$ cat src/rtl/dmem_pkg.sv
// Shared encodings for the data-memory controller: access sizes, FSM state type and RAM geometry.
package dmem_pkg;

  localparam int RAM_ADDR_W = 11;

  localparam logic [1:0] SZ_BYTE = 2'd0;
  localparam logic [1:0] SZ_HALF = 2'd1;
  localparam logic [1:0] SZ_WORD = 2'd2;

  typedef logic [1:0] state_t;

  localparam state_t ST_IDLE   = 2'd0;
  localparam state_t ST_ACCESS = 2'd1;
  localparam state_t ST_WRITE  = 2'd2;
  localparam state_t ST_RESP   = 2'd3;

  // Size code 3 is an alias of word.
  function automatic logic is_word(input logic [1:0] size);
    return (size == SZ_WORD) || (size == 2'd3);
  endfunction

endpackage

$ cat src/rtl/dmem_lane_align.sv
// Combinational lane logic: load byte/half extract with sign/zero extension, and store lane merge.
module dmem_lane_align
  import dmem_pkg::*;
(
  input  logic [1:0]  size,
  input  logic        is_unsigned,
  input  logic [1:0]  offset,
  input  logic [31:0] wdata,
  input  logic [31:0] rd_data,
  output logic [31:0] load_data,
  output logic [31:0] merge_data
);

  logic [15:0] low_s;

  // Shift the addressed lane down to bit 0, then extend or merge by size.
  always_comb begin
    low_s      = 16'(rd_data >> {offset, 3'b000});
    load_data  = rd_data;
    merge_data = wdata;
    case (size)
      SZ_BYTE: begin
        load_data = {{24{~is_unsigned & low_s[7]}}, low_s[7:0]};
        case (offset)
          2'd0:    merge_data = {rd_data[31:8], wdata[7:0]};
          2'd1:    merge_data = {rd_data[31:16], wdata[7:0], rd_data[7:0]};
          2'd2:    merge_data = {rd_data[31:24], wdata[7:0], rd_data[15:0]};
          2'd3:    merge_data = {wdata[7:0], rd_data[23:0]};
          default: merge_data = rd_data;
        endcase
      end
      SZ_HALF: begin
        load_data = {{16{~is_unsigned & low_s[15]}}, low_s[15:0]};
        if (offset[1]) begin
          merge_data = {wdata[15:0], rd_data[15:0]};
        end else begin
          merge_data = {rd_data[31:16], wdata[15:0]};
        end
      end
      default: begin
        load_data  = rd_data;
        merge_data = wdata;
      end
    endcase
  end

endmodule

$ cat src/rtl/dmem_ctrl.sv
// Single-outstanding data-memory controller over an async-read word RAM.
// Define DMEM_MISALIGN_EXC_EN to report misaligned half/word accesses via resp_err.
module dmem_ctrl
  import dmem_pkg::*;
#(
  parameter int ADDR_W = RAM_ADDR_W
) (
  input  logic              clk,
  input  logic              resetn,
  input  logic              req_valid,
  output logic              req_ready,
  input  logic              req_wr,
  input  logic [1:0]        req_size,
  input  logic              req_unsigned,
  input  logic [31:0]       req_addr,
  input  logic [31:0]       req_wdata,
  output logic              resp_valid,
  input  logic              resp_ready,
  output logic [31:0]       resp_rdata,
  output logic              resp_err,
  output logic [ADDR_W-1:0] ram_addr,
  output logic              ram_wr_en,
  output logic [31:0]       ram_wr_data,
  input  logic [31:0]       ram_rd_data
);

  state_t            state_q, state_d;
  logic              wr_q, wr_d;
  logic [1:0]        size_q, size_d;
  logic              uns_q, uns_d;
  logic [ADDR_W+1:0] addr_q, addr_d;
  logic [31:0]       wdata_q, wdata_d;
  logic [31:0]       merge_q, merge_d;
  logic              resp_valid_q, resp_valid_d;
  logic              resp_err_q, resp_err_d;
  logic [31:0]       resp_rdata_q, resp_rdata_d;

  logic [1:0]        offset_s;
  logic              misalign_s;
  logic [31:0]       load_data_s;
  logic [31:0]       merge_data_s;
  logic              unused_s;

  assign unused_s = ^req_addr[31:ADDR_W+2];

`ifdef DMEM_MISALIGN_EXC_EN
  assign misalign_s = ((size_q == SZ_HALF) && addr_q[0]) ||
                      (is_word(size_q) && (addr_q[1:0] != 2'b00));
`else
  assign misalign_s = 1'b0;
`endif

  // Effective lane offset: low bits that would misalign the access are forced to zero.
  always_comb begin
    case (size_q)
      SZ_BYTE: offset_s = addr_q[1:0];
      SZ_HALF: offset_s = {addr_q[1], 1'b0};
      default: offset_s = 2'b00;
    endcase
  end

  dmem_lane_align u_lane_align (
    .size        (size_q),
    .is_unsigned (uns_q),
    .offset      (offset_s),
    .wdata       (wdata_q),
    .rd_data     (ram_rd_data),
    .load_data   (load_data_s),
    .merge_data  (merge_data_s)
  );

  // Next-state and response computation.
  always_comb begin
    state_d      = state_q;
    wr_d         = wr_q;
    size_d       = size_q;
    uns_d        = uns_q;
    addr_d       = addr_q;
    wdata_d      = wdata_q;
    merge_d      = merge_q;
    resp_valid_d = resp_valid_q;
    resp_err_d   = resp_err_q;
    resp_rdata_d = resp_rdata_q;
    case (state_q)
      ST_IDLE: begin
        if (req_valid) begin
          wr_d    = req_wr;
          size_d  = req_size;
          uns_d   = req_unsigned;
          addr_d  = req_addr[ADDR_W+1:0];
          wdata_d = req_wdata;
          state_d = ST_ACCESS;
        end else begin
          state_d = ST_IDLE;
        end
      end
      ST_ACCESS: begin
        resp_valid_d = 1'b1;
        resp_err_d   = misalign_s;
        resp_rdata_d = 32'd0;
        if (misalign_s) begin
          state_d = ST_RESP;
        end else if (!wr_q) begin
          resp_rdata_d = load_data_s;
          state_d      = ST_RESP;
        end else if (is_word(size_q)) begin
          state_d = ST_RESP;
        end else begin
          resp_valid_d = 1'b0;
          merge_d      = merge_data_s;
          state_d      = ST_WRITE;
        end
      end
      ST_WRITE: begin
        resp_valid_d = 1'b1;
        resp_err_d   = 1'b0;
        resp_rdata_d = 32'd0;
        state_d      = ST_RESP;
      end
      ST_RESP: begin
        if (resp_ready) begin
          resp_valid_d = 1'b0;
          resp_err_d   = 1'b0;
          resp_rdata_d = 32'd0;
          state_d      = ST_IDLE;
        end else begin
          state_d = ST_RESP;
        end
      end
      default: begin
        resp_valid_d = 1'b0;
        resp_err_d   = 1'b0;
        resp_rdata_d = 32'd0;
        state_d      = ST_IDLE;
      end
    endcase
  end

  // State and response registers with synchronous active-low reset.
  always_ff @(posedge clk) begin
    if (!resetn) begin
      state_q      <= ST_IDLE;
      wr_q         <= 1'b0;
      size_q       <= SZ_BYTE;
      uns_q        <= 1'b0;
      addr_q       <= '0;
      wdata_q      <= 32'd0;
      merge_q      <= 32'd0;
      resp_valid_q <= 1'b0;
      resp_err_q   <= 1'b0;
      resp_rdata_q <= 32'd0;
    end else begin
      state_q      <= state_d;
      wr_q         <= wr_d;
      size_q       <= size_d;
      uns_q        <= uns_d;
      addr_q       <= addr_d;
      wdata_q      <= wdata_d;
      merge_q      <= merge_d;
      resp_valid_q <= resp_valid_d;
      resp_err_q   <= resp_err_d;
      resp_rdata_q <= resp_rdata_d;
    end
  end

  assign req_ready  = (state_q == ST_IDLE);
  assign resp_valid = resp_valid_q;
  assign resp_err   = resp_err_q;
  assign resp_rdata = resp_rdata_q;
  assign ram_addr   = addr_q[ADDR_W+1:2];

  // Gated by resetn so a reset landing on a write cycle never reaches the RAM.
  assign ram_wr_en = resetn &&
                     (((state_q == ST_ACCESS) && wr_q && is_word(size_q) && !misalign_s) ||
                      (state_q == ST_WRITE));
  assign ram_wr_data = (state_q == ST_WRITE) ? merge_q : wdata_q;

endmodule

$ cat config.mk
export PLATFORM = sky130hd
export DESIGN_NAME = dmem_ctrl
export DESIGN_NICKNAME = d
export VERILOG_FILES = /design/src/rtl/dmem_pkg.sv /design/src/rtl/dmem_lane_align.sv /design/src/rtl/dmem_ctrl.sv
export SDC_FILE = /design/constraint.sdc
export NUM_CORES = 1
export LEC_CHECK = 0
export CORE_MARGIN = 10
export CORE_UTILIZATION = 53
export CTS_CLUSTER_DIAMETER = 60
export CTS_CLUSTER_SIZE = 16
export DETAILED_ROUTE_END_ITERATION = 8
export PLACE_DENSITY = 0.89
export SYNTH_ARGS = -nofsm -noshare
export SYNTH_HDL_FRONTEND = slang
export SYNTH_HIERARCHICAL = 1
export SYNTH_SLANG_ARGS = --single-unit
export TNS_END_PERCENT = 5
$ cat constraint.sdc
create_clock -name clk -period 5.1 [get_ports clk]
set_input_delay 1.02 -clock clk [delete_from_list [all_inputs] [get_ports clk]]
set_output_delay 1.02 -clock clk [all_outputs]
set_load 0.01 [all_outputs]
## Word-level counts from Yosys, hierarchy flattened

Index checks and enable logic that the tools add are counted.
Widths: inputs -> output; s select.

| cells by class | value |
|---|---|
| eq/ne operators | 10 |
| bitwise logic cells | 4 |
| muxes and demuxes | 19 |
| reductions and logical operators | 15 |
| shift-type cells | 1 |

Operators by type and width:

| operator | count |
|---|---|
| $mux 32 | 4 |
| $pmux 32 s2 | 2 |
| $pmux 32 s4 | 1 |
| $pmux 32 s3 | 1 |
| $shr 32x5->16 | 1 |
| $eq 2x2->1 const B | 6 |
| $pmux 2 s4 | 1 |
| $eq 2x1->1 const B | 3 |
| $logic_not 2->1 | 3 |
| $mux 1 | 6 |
| $reduce_and 2->1 | 3 |
| $pmux 2 s2 | 1 |
| $logic_and 1x1->1 | 3 |
| $pmux 1 s3 | 1 |
| $reduce_and 3->1 | 1 |
| $reduce_bool 3->1 | 1 |
| $and 1x1->1 | 2 |
| $logic_or 1x1->1 | 2 |
| $mux 2 | 1 |
| $ne 2x2->1 const B | 1 |
| $not 1->1 | 2 |
| $pmux 1 s2 | 1 |
| $reduce_bool 2->1 | 1 |
| $reduce_or 2->1 | 1 |

| storage, ports and cells | value |
|---|---|
| word-level logic and storage cells | 59 |
| output and inout port bits | 79 |
| flip-flop bits (word level) | 117 |
| input port bits | 104 |

## Depth between registers and ports, before layout

Gate-level depths: netlist (run 1).

| depth | value |
|---|---|
| word-level depth | 7 |
| mapped depth | 9 |

## Cells and area by module

The synthesis (run 1) kept the hierarchy.

Modules (own cells, without submodules):

| module | instances | cells each | area an instance (um^2) | sequential area each (um^2) |
|---|---|---|---|---|
| dmem_ctrl | 1 | 572 | 4979.8 | 2322.2 |
| dmem_lane_align | 1 | 237 | 1584.0 | 0.0 |

## Least setup slack after synthesis (run 1)

Ideal clock, no wire load.

| timing path | value |
|---|---|
| kind | in2out |
| start | in resetn |
| end | out ram_wr_en |
| path slack | 2625 ps |
| stages | 2 |
| data required time | 4080 ps |
| data arrival time | 1455 ps |
| cells stage by stage | clkbuf_1 > nor2b_1 |

| between the ends | value |
|---|---|
| longest elaborated chain between the ends | 1 |

Ends and longest elaborated chain:

| element | line | source |
|---|---|---|
| from (decl) | dmem_ctrl.sv:9 | `input logic resetn,` |
| $logic_and 1x1->1 | dmem_ctrl.sv:173 | `assign ram_wr_en = resetn &&` |
| to (decl) | dmem_ctrl.sv:22 | `output logic ram_wr_en,` |

No other way between the ends.

## Final worst setup path (run 1)

| timing path | value |
|---|---|
| start | reg state_q[1] |
| end | out ram_wr_data[12] |

| between the ends | value |
|---|---|
| longest elaborated chain between the ends | 2 |

Ends and longest elaborated chain:

| element | line | source |
|---|---|---|
| from (decl) | dmem_ctrl.sv:27 | `state_t state_q, state_d;` |
| from (signal assigned) | dmem_ctrl.sv:153 | `state_q <= state_d;` |
| $eq 2x2->1 | dmem_ctrl.sv:176 | `assign ram_wr_data = (state_q == ST_WRITE) ? merge_q : wdata_q;` |
| $mux 32 | dmem_ctrl.sv:176 |  |
| to (decl) | dmem_ctrl.sv:23 | `output logic [31:0] ram_wr_data,` |

No other way between the ends.

==> results.txt, run 1 <==
DR vias: 6,291
Setup Viol. Count Final: 0
Tot Pwr: 0.00288 W
Post-synth EDFFs: 0
DRT iter0 DRCs: 654
CP Cell Sequence: nor2b_4 -> mux2_2 -> clkdlybuf4s50_1
Flops & latches, synth: 116
Vias per inst: 5.73
Initial core utilization: 0.544
Met2 wire length: 9.47 mm
Final instance area: 0.00863 mm^2
Clock Skew: 0.00670 ns
Setup bufs post-CTS: 0
Overall Global Routing Usage: 0.235
First-pass GRT wire length: 33.3 mm
Top Layer Used: met5
Synth warn: 6
RR Endpoint: merge_q[10]
Cts repair resizes: 0
Power Dens Cells: 334 mW/mm^2
Post-synth top cells: nand2_1 (235), dfxtp_1 (116), a21boi_1 (71)
Synthesized area: 0.00656 mm^2
Status: finished clean
Synth unique cells: 51
Top post-synthesis cells by area: dfxtp_1 (35%), nand2_1 (13%), a21boi_1 (8.1%), mux2_2 (7.4%), a21boi_0 (5.8%)
Hold-fix buffers at CTS: 0
Setup crit end kind: output pin
Clock power share: 0.434
Final RePlAce weighted congestion: 0.962
Area leader, netlist: dfxtp_1
Die area: 0.0172 mm^2
Clock root cell: clkbuf_16
Core ar.: 0.0121 mm^2
# nets final: 1,021
DRC errors left: 0
Part of the Yosys area used for sequential elements: 0.354
Vias in the first global route: 6,034
DR WL/cell: 19.0 um
CTS tree: built
Worst path max stage delay: 0.91 ns
Grt total ovfl: 0
Clock transition at the registers of the reported paths: 0.05 ns
Syn_nets: 913
Largest net degree at the start of global routing: 116
Synth Instances: 809
Syn-to-layout area delta: 31.4%
Slew Viols, Final: 0
Arrival time at the worst endpoint: 2.88 ns
Least-Margin Pin Slew: 1.23 ns
CP Depth: 3
Drt pass-1 iters: 5
Share of layout cells above drive strength 1: 0.112
Placement Cell Area: 0.00800 mm^2
Worst R2R Setup Slack: 2.14 ns
Count leader, synth: nand2_1
Max cap viols: 0
CTS max path bufs: 2
Gate power share: 0.211
Psw: 0.000775 W
M1 WL: 8.67 mm
Share of the synthesized area in the top cell type: 0.354
Htree depth: 4
Hold crit path type: reg -> reg
Aggregate routed wire length: 20.9 mm
CP Capture Point: ram_wr_data[12]
Seq pwr share: 0.355
Post-synth ARST share: 0
Slew HR: 0.183
Final hold vios: 0
RSZ-0062 raised after global routing: false
Reg2reg start: size_q[1]
Min cycle time layout: 3.90 ns
CP top delay family: simple AND/OR/NAND/NOR gates
VDD IR max: 0.000262 V
Die Ht: 131 um
Row cnt: 40
Total CTS buffers: 17
Critical path class: reg -> out
Int Pwr: 0.00211 W
Met3 WL: 2.21 mm
Leak Pwr: 3.12 nW
Max frequency: 256 MHz
Final hold slack: 0.451 ns
I/O Buffers: 162
Post-Syn Area per Cell: 8.11 um^2
IO Pins: 183
Initial antenna violation count: 1
CP max-delay cell: nor2b_4
Worst Path Buf+Inv: 1
Die width: 131 um
Routed Antenna Nets: 0
Switching Share: 0.269
Final period utilization: 0.765
CTS sink count: 116
Hpwl dp: 14.5 mm
Setup_tns: 0 ns
CP startpoint kind: flop
CP startpoint: state_q[1]
Worst Path Required: 4.08 ns
Worst reg2reg path depth: 7
Most used DFF post-synth: dfxtp_1
Placed cells: 1,066
Worst skew pair latency: 0.42 ns
Finished Layout Cells: 1,098
Crit path max fanout: 34
cells by family (layout without fill, tap and decap cells):
| logic type | Yosys count | in the layout | share of synthesized area |
|---|---|---|---|
| simple gates | 303 | 303 | 0.209 |
| compound gates | 251 | 251 | 0.275 |
| flops | 116 | 116 | 0.354 |
| buf+inv | 89 | 209 | 0.0766 |
| mux | 49 | 49 | 0.0848 |
| other cells | 1 | 2 | 0.000571 |
worst min path at each step:
stage | from | to | cells past startpoint
global route | merge_q[12] | merge_q[12] | 2
finish | merge_q[19] | merge_q[19] | 2
detailed placement | merge_q[23] | merge_q[23] | 2
CTS | merge_q[23] | merge_q[23] | 2
floorplan | merge_q[10] | merge_q[10] | 2
global placement | merge_q[6] | merge_q[6] | 2
tightest hold or removal path, delay by kind of cell, from the launching register on:
| family | cells | cell delay, ns |
|---|---|---|
| compound gates | 1 | 0.05 |
| flops | 1 | 0.30 |
| simple gates | 1 | 0.05 |
power groups by stage:
stage,registers (W),logic [W],clock network [W]
2_1_floorplan,0.00102,0.000380,0
3_3_place_gp,0.00104,0.000594,0
3_5_place_dp,0.00104,0.000599,0
4_1_cts,0.00102,0.000605,0.00126
5_1_grt,0.00103,0.000659,0.00130
6_report,0.00102,0.000607,0.00125
stage by stage:
step / setup WS (ns) / utilization
finish: 1.20 / 0.715
global route: 1.09 / 0.715
CTS: 1.20 / 0.715
detailed placement: 1.66 / 0.663
global placement: 1.67 / 0.663
floorplan: 2.63 / -
layout by cell type, fill, tap and decap left out, types with 2 or more instances in the layout:
cell,count
a21boi_0,51
a21boi_1,71
a21oi_1,11
a221o_1,8
a22o_1,5
a22oi_1,2
a31oi_1,2
and2_1,8
and3_1,8
buf_4,9
bufinv_16,3
clkbuf_16,17
clkbuf_8,6
clkdlybuf4s50_1,161
clkinv_2,3
dfxtp_1,115
inv_1,7
mux2_2,43
mux2i_1,5
nand2_1,235
nand2b_1,10
nand3b_1,15
nor2_1,2
nor2b_1,5
nor2b_4,2
nor3b_4,2
o211a_1,5
o21ai_0,49
o21ai_1,3
o22ai_1,8
o2bb2ai_1,5
o31a_1,8
o31ai_1,15
or2_2,9
flip-flops by register name (all words and copies together) (netlist names):
| name | count |
|---|---|
| resp_rdata | 32 |
| wdata_q | 32 |
| wr_q | 1 |
| uns_q | 1 |
| size_q | 2 |
| merge_q | 32 |
| resp_valid | 1 |
| state_q | 2 |
| addr_q | 13 |
layer usage:
metal  up-vias  track usage
met2       286        0.365
met4         2       0.0871
met1      2966        0.290
met5         -            0
li1       2997            -
met3        40       0.0877
cell type report:
cell class	count	area, um^2
Antenna cell	1	2.50
Clock buffer	23	508
Multi-Input combinational cell	604	3750
Inverter	7	26.3
Clock inverter	8	121
Tap cell	168	210
Timing Repair Buffer	171	1680
Sequential cell	116	2320
Fill cell	919	3430
(Power assumes the default switching activity.)
==> run 2, diff against run 1 <==
--- a/config.mk
+++ b/config.mk
@@ -6,11 +6,11 @@
 export NUM_CORES = 1
 export LEC_CHECK = 0
 export CORE_MARGIN = 10
-export CORE_UTILIZATION = 53
+export CORE_UTILIZATION = 44
 export CTS_CLUSTER_DIAMETER = 60
 export CTS_CLUSTER_SIZE = 16
 export DETAILED_ROUTE_END_ITERATION = 8
-export PLACE_DENSITY = 0.89
+export PLACE_DENSITY = 0.79
 export SYNTH_ARGS = -nofsm -noshare
 export SYNTH_HDL_FRONTEND = slang
 export SYNTH_HIERARCHICAL = 1
==> constraint.sdc (replaced) <==
create_clock -name clk -period 3.5 [get_ports clk]
set_input_delay 0.7 -clock clk [delete_from_list [all_inputs] [get_ports clk]]
set_output_delay 0.7 -clock clk [all_outputs]
set_load 0.01 [all_outputs]
==> run 2 against run 1 <==
Effect of this change:
- first-iteration DRC count is 1.8% lower
- non-clock buffer count increased by 9
- cell count grew 2.1%
- worst hold slack lost 0.00088 ns
- register-to-register slack lost 1.2 ns
- largest cell class unchanged
==> results.txt, run 2 (same netlist as run 1, synthesis figures left out) <==
Setup bufs post-CTS: 0
Worst R2R Setup Slack: 0.95 ns
Worst Path Buf+Inv: 2
Finished Layout Cells: 1,121
Setup_tns: 0 ns
DRC errors left: 0
Grt total ovfl: 0
Initial core utilization: 0.450
VDD IR max: 0.000367 V
CTS max path bufs: 2
Max cap viols: 0
Status: finished clean
Hold-fix buffers at CTS: 0
DRT iter0 DRCs: 642
Total CTS buffers: 17
Placement Cell Area: 0.00810 mm^2
Die width: 142 um
Least-Margin Pin Slew: 1.20 ns
Routed Antenna Nets: 0
Placed cells: 1,091
DR WL/cell: 18.7 um
Syn-to-layout area delta: 32.3%
Slew HR: 0.198
IO Pins: 183
Core ar.: 0.0146 mm^2
Largest net degree at the start of global routing: 116
DR vias: 6,204
Clock Skew: 0.0106 ns
First-pass GRT wire length: 32.7 mm
Final RePlAce weighted congestion: 0.886
Crit path max fanout: 31
Max frequency: 316 MHz
Setup WS post-layout: 0.335 ns
Hpwl dp: 14.9 mm
Setup Viol. Count Final: 0
CP Cell Sequence: nor2b_4 -> buf_12 -> mux2_2 -> clkdlybuf4s50_1
Share of layout cells above drive strength 1: 0.120
Vias in the first global route: 5,948
Cts repair resizes: 0
I/O Buffers: 162
Slew Viols, Final: 0
CP Depth: 4
Final hold slack: 0.450 ns
Layout filler cell count: 1,293
CP top delay family: buffers and inverters
Setup crit end kind: output pin
Final period utilization: 0.904
Die Ht: 142 um
Power Dens Cells: 476 mW/mm^2
Final hold vios: 0
Die area: 0.0202 mm^2
# nets final: 1,030
Clock root cell: clkbuf_16
Drt pass-1 iters: 5
Min-Delay Path Depth: 2
CTS sink count: 116
Highest-count cells in the layout ignoring fill and taps: nand2_1 (235), clkdlybuf4s50_1 (161), dfxtp_1 (115), a21boi_1 (71), a21boi_0 (51)
CP startpoint kind: flop
Critical path class: reg -> out
Initial antenna violation count: 0
Final instance area: 0.00868 mm^2
Clock transition at the registers of the reported paths: 0.05 ns
Htree depth: 4
Arrival time at the worst endpoint: 2.46 ns
Worst path max stage delay: 0.62 ns
Worst Path Required: 2.80 ns
CTS tree: built
Min cycle time layout: 3.16 ns
Vias per inst: 5.53
RSZ-0062 raised after global routing: false
Post-Place Setup Slack: 0.729 ns
Hold crit path type: reg -> reg
Row cnt: 44
Overall Global Routing Usage: 0.202
Aggregate routed wire length: 21.0 mm
Worst reg2reg path depth: 8
Worst skew pair latency: 0.42 ns
Commonest non-fill, non-tap cell in the layout: nand2_1
Leak Pwr: 3.14 nW
CP max-delay cell: dfxtp_1
N_diodes: 0
run 2: changes by cell type in the layout (fill, tap and decap cells not counted), sizes merged:
cell,before,now
buf,10,19
diode,1,0
clkbuf,23,19
clkinvlp,1,2
clkinv,4,6
run 2: power breakdown:
part	switching, W	internal [W]	total, W
sequential	0.0000772	0.00141	0.00148
clock	0.000607	0.00114	0.00174
combinational	0.000456	0.000452	0.000908
run 2: path summary, 6_finish.rpt:
check | from | end
worst max-delay path | state_q[1] | ram_wr_data[15]
worst min register to register | merge_q[7] | merge_q[7]
worst min-delay path | merge_q[7] | merge_q[7]
worst max register to register | addr_q[0] | resp_rdata[20]
run 2: final cells by class:
type,instances,area (um^2),share of cell area
multi-input cells,604,3750,0.432
inverters,7,26.3,0.00303
flip-flops and latches,116,2320,0.268
repair buffers,180,1760,0.203
clock inverters,11,135,0.0156
clock buffers,19,453,0.0522
well taps,184,230,0.0265
run 2: per-stage QoR:
| stage | util | power, W |
|---|---|---|
| floorplan | - | 0.00205 |
| global placement | 0.555 | 0.00240 |
| detailed placement | 0.555 | 0.00241 |
| CTS | 0.595 | 0.00415 |
| global route | 0.595 | 0.00431 |
| finish | 0.595 | 0.00414 |
run 2: metal layers:
layer  share of wire  global-route usage  vias up  wire [um]
met3            0.11              0.0881       23       2370
met5               0                   0        -          0
li1                -                   -     3008          -
met2            0.45               0.306      270       9380
met1            0.42               0.251     2903       8880
met4           0.016              0.0646        0        344
run 2: tightest hold or removal path, stage by stage (launching register included):
cell,delay [ns]
dfxtp_1,0.30
nand2_1,0.05
a21boi_1,0.05
==> run 3, diff against run 2 <==
--- a/config.mk
+++ b/config.mk
@@ -6,11 +6,13 @@
 export NUM_CORES = 1
 export LEC_CHECK = 0
 export CORE_MARGIN = 10
-export CORE_UTILIZATION = 44
+export CORE_UTILIZATION = 54
+export CTS_BUF_LIST = sky130_fd_sc_hd__clkbuf_4
 export CTS_CLUSTER_DIAMETER = 60
 export CTS_CLUSTER_SIZE = 16
 export DETAILED_ROUTE_END_ITERATION = 8
-export PLACE_DENSITY = 0.79
+export DONT_BUFFER_PORTS = 1
+export PLACE_DENSITY_LB_ADDON = 0.08
 export SYNTH_ARGS = -nofsm -noshare
 export SYNTH_HDL_FRONTEND = slang
 export SYNTH_HIERARCHICAL = 1
==> run 3 against run 2 <==
Effect of this change:
- global-route usage rose by 3.2 points
- critical endpoint is now ram_wr_data[12]
- utilization is 4.1 points lower
- highest routed layer unchanged
- total power shrank 28%
==> results.txt, run 3 (same netlist as run 1, synthesis figures left out) <==
Worst path max stage delay: 0.64 ns
Max cap viols: 0
Die area: 0.0170 mm^2
Vias in the first global route: 5,283
Final core occ: 0.554
Clock transition at the registers of the reported paths: 0.12 ns
RSZ-0062 raised after global routing: false
Initial core utilization: 0.549
Largest net degree at the start of global routing: 117
Share of layout cells above drive strength 1: 0.136
Hold-fix buffers at CTS: 0
Crit path max fanout: 31
Leak Pwr: 2.35 nW
DR WL/cell: 22.0 um
Commonest non-fill, non-tap cell in the layout: nand2_1
Slew Viols, Final: 0
Placed cells: 886
Setup_tns: 0 ns
I/O Buffers: 0
Aggregate routed wire length: 20.2 mm
Final RePlAce weighted congestion: 0.846
Critical path class: reg -> out
Status: finished clean
Layout filler cell count: 1,150
Overall Global Routing Usage: 0.234
N_diodes: 0
Slew HR: 0.213
Grt total ovfl: 0
Htree depth: 4
CTS sink count: 116
Hold_sp: req_wdata[7]
Worst R2R Setup Slack: 1.06 ns
Cts repair resizes: 0
Die Ht: 130 um
Clock Skew: 0.0215 ns
CP startpoint kind: flop
# nets final: 862
Min cycle time layout: 3.01 ns
Hold crit path type: in -> reg
Core ar.: 0.0120 mm^2
Max frequency: 332 MHz
CP max-delay cell: dfxtp_1
Storage element area: 0.00232 mm^2
Reg2reg start: size_q[1]
DRC errors left: 0
DRT iter0 DRCs: 472
Hpwl dp: 14.6 mm
RR Endpoint: resp_rdata[12]
Setup crit end kind: output pin
IO Pins: 183
Vias per inst: 6.01
Min-Delay Path Depth: 2
First-pass GRT wire length: 30.6 mm
Worst Path Required: 2.80 ns
Initial antenna violation count: 0
Routed Antenna Nets: 0
CTS tree: built
CP Cell Sequence: nor2b_4 -> buf_4 -> mux2_2
Total CTS buffers: 17
Worst reg2reg path depth: 7
Drt pass-1 iters: 5
VDD IR max: 0.000325 V
Setup bufs post-CTS: 0
Syn-to-layout area delta: 0.953%
Finished Layout Cells: 918
Row cnt: 40
CTS max path bufs: 2
Die width: 130 um
Hold Path Sink: wdata_q[7]
Power Dens Cells: 452 mW/mm^2
Setup Viol. Count Final: 0
Final period utilization: 0.861
Worst skew pair latency: 0.53 ns
Arrival time at the worst endpoint: 2.31 ns
Final hold vios: 0
DR vias: 5,516
Least-Margin Pin Slew: 1.18 ns
Highest-count cells in the layout ignoring fill and taps: nand2_1 (235), dfxtp_1 (115), a21boi_1 (71), a21boi_0 (51), o21ai_0 (49)
Multi-input logic area: 0.00375 mm^2
Clock root cell: clkbuf_4
[run 3: cell types whose count changed in the layout (fill, tap and decap cells not counted), moves of 2 or more]
cell             previous run  this run
clkbuf_16                  17         0
buf_4                      17        12
bufinv_16                   3         1
clkdlybuf4s50_1           161         0
clkinv_4                    0         3
clkbuf_8                    2         0
clkinv_2                    6         3
clkinv_1                    0         3
clkbuf_4                    0        18
[run 3: worst max-delay path, delay by kind of cell, from the launching register on]
family	cells	cell delay [ns]
flops	1	0.64
buf+inv	1	0.40
simple gates	1	0.28
mux	1	0.44
[run 3: per-stage QoR]
step / hold WS, ns / cell area (um^2) / total power [W] / worst slack (ns)
after floorplan: 0.432 / 6560 / 0.00205 / 1.51
after global routing: 0.235 / 6630 / 0.00317 / 0.346
after global placement: 0.438 / 6380 / 0.00212 / 1.10
after CTS: 0.253 / 6630 / 0.00302 / 0.442
after detailed placement: 0.445 / 6380 / 0.00214 / 1.05
final: 0.287 / 6630 / 0.00300 / 0.488
[run 3: worst max path at each step]
stage / start / end / slack (ns) / cells past startpoint
floorplan: size_q[1] / resp_rdata[23] / 1.51 / 8
global placement: state_q[1] / ram_wr_data[7] / 1.10 / 3
detailed placement: state_q[1] / ram_wr_data[12] / 1.05 / 3
CTS: state_q[1] / ram_wr_data[12] / 0.44 / 3
global route: state_q[1] / ram_wr_data[26] / 0.35 / 3
finish: state_q[1] / ram_wr_data[12] / 0.49 / 3
[run 3: cell type report]
class / count / share of cell area
multi-input cells: 604 / 0.566
flip-flops and latches: 116 / 0.351
well taps: 147 / 0.0278
clock buffers: 18 / 0.0204
clock inverters: 14 / 0.0172
repair buffers: 12 / 0.0136
inverters: 7 / 0.00397
[run 3: routing by layer]
layer	global-route usage	part of all wire	vias to the layer above
li1	-	-	2675
met3	0.0864	0.097	27
met4	0.0767	0.022	0
met2	0.370	0.46	190
met5	0	0	-
met1	0.287	0.42	2624
[run 3: where the power goes]
| part | internal [W] | switching [W] |
|---|---|---|
| clock network | 0.000353 | 0.000531 |
| registers | 0.00140 | 0.000110 |
| logic | 0.000245 | 0.000352 |
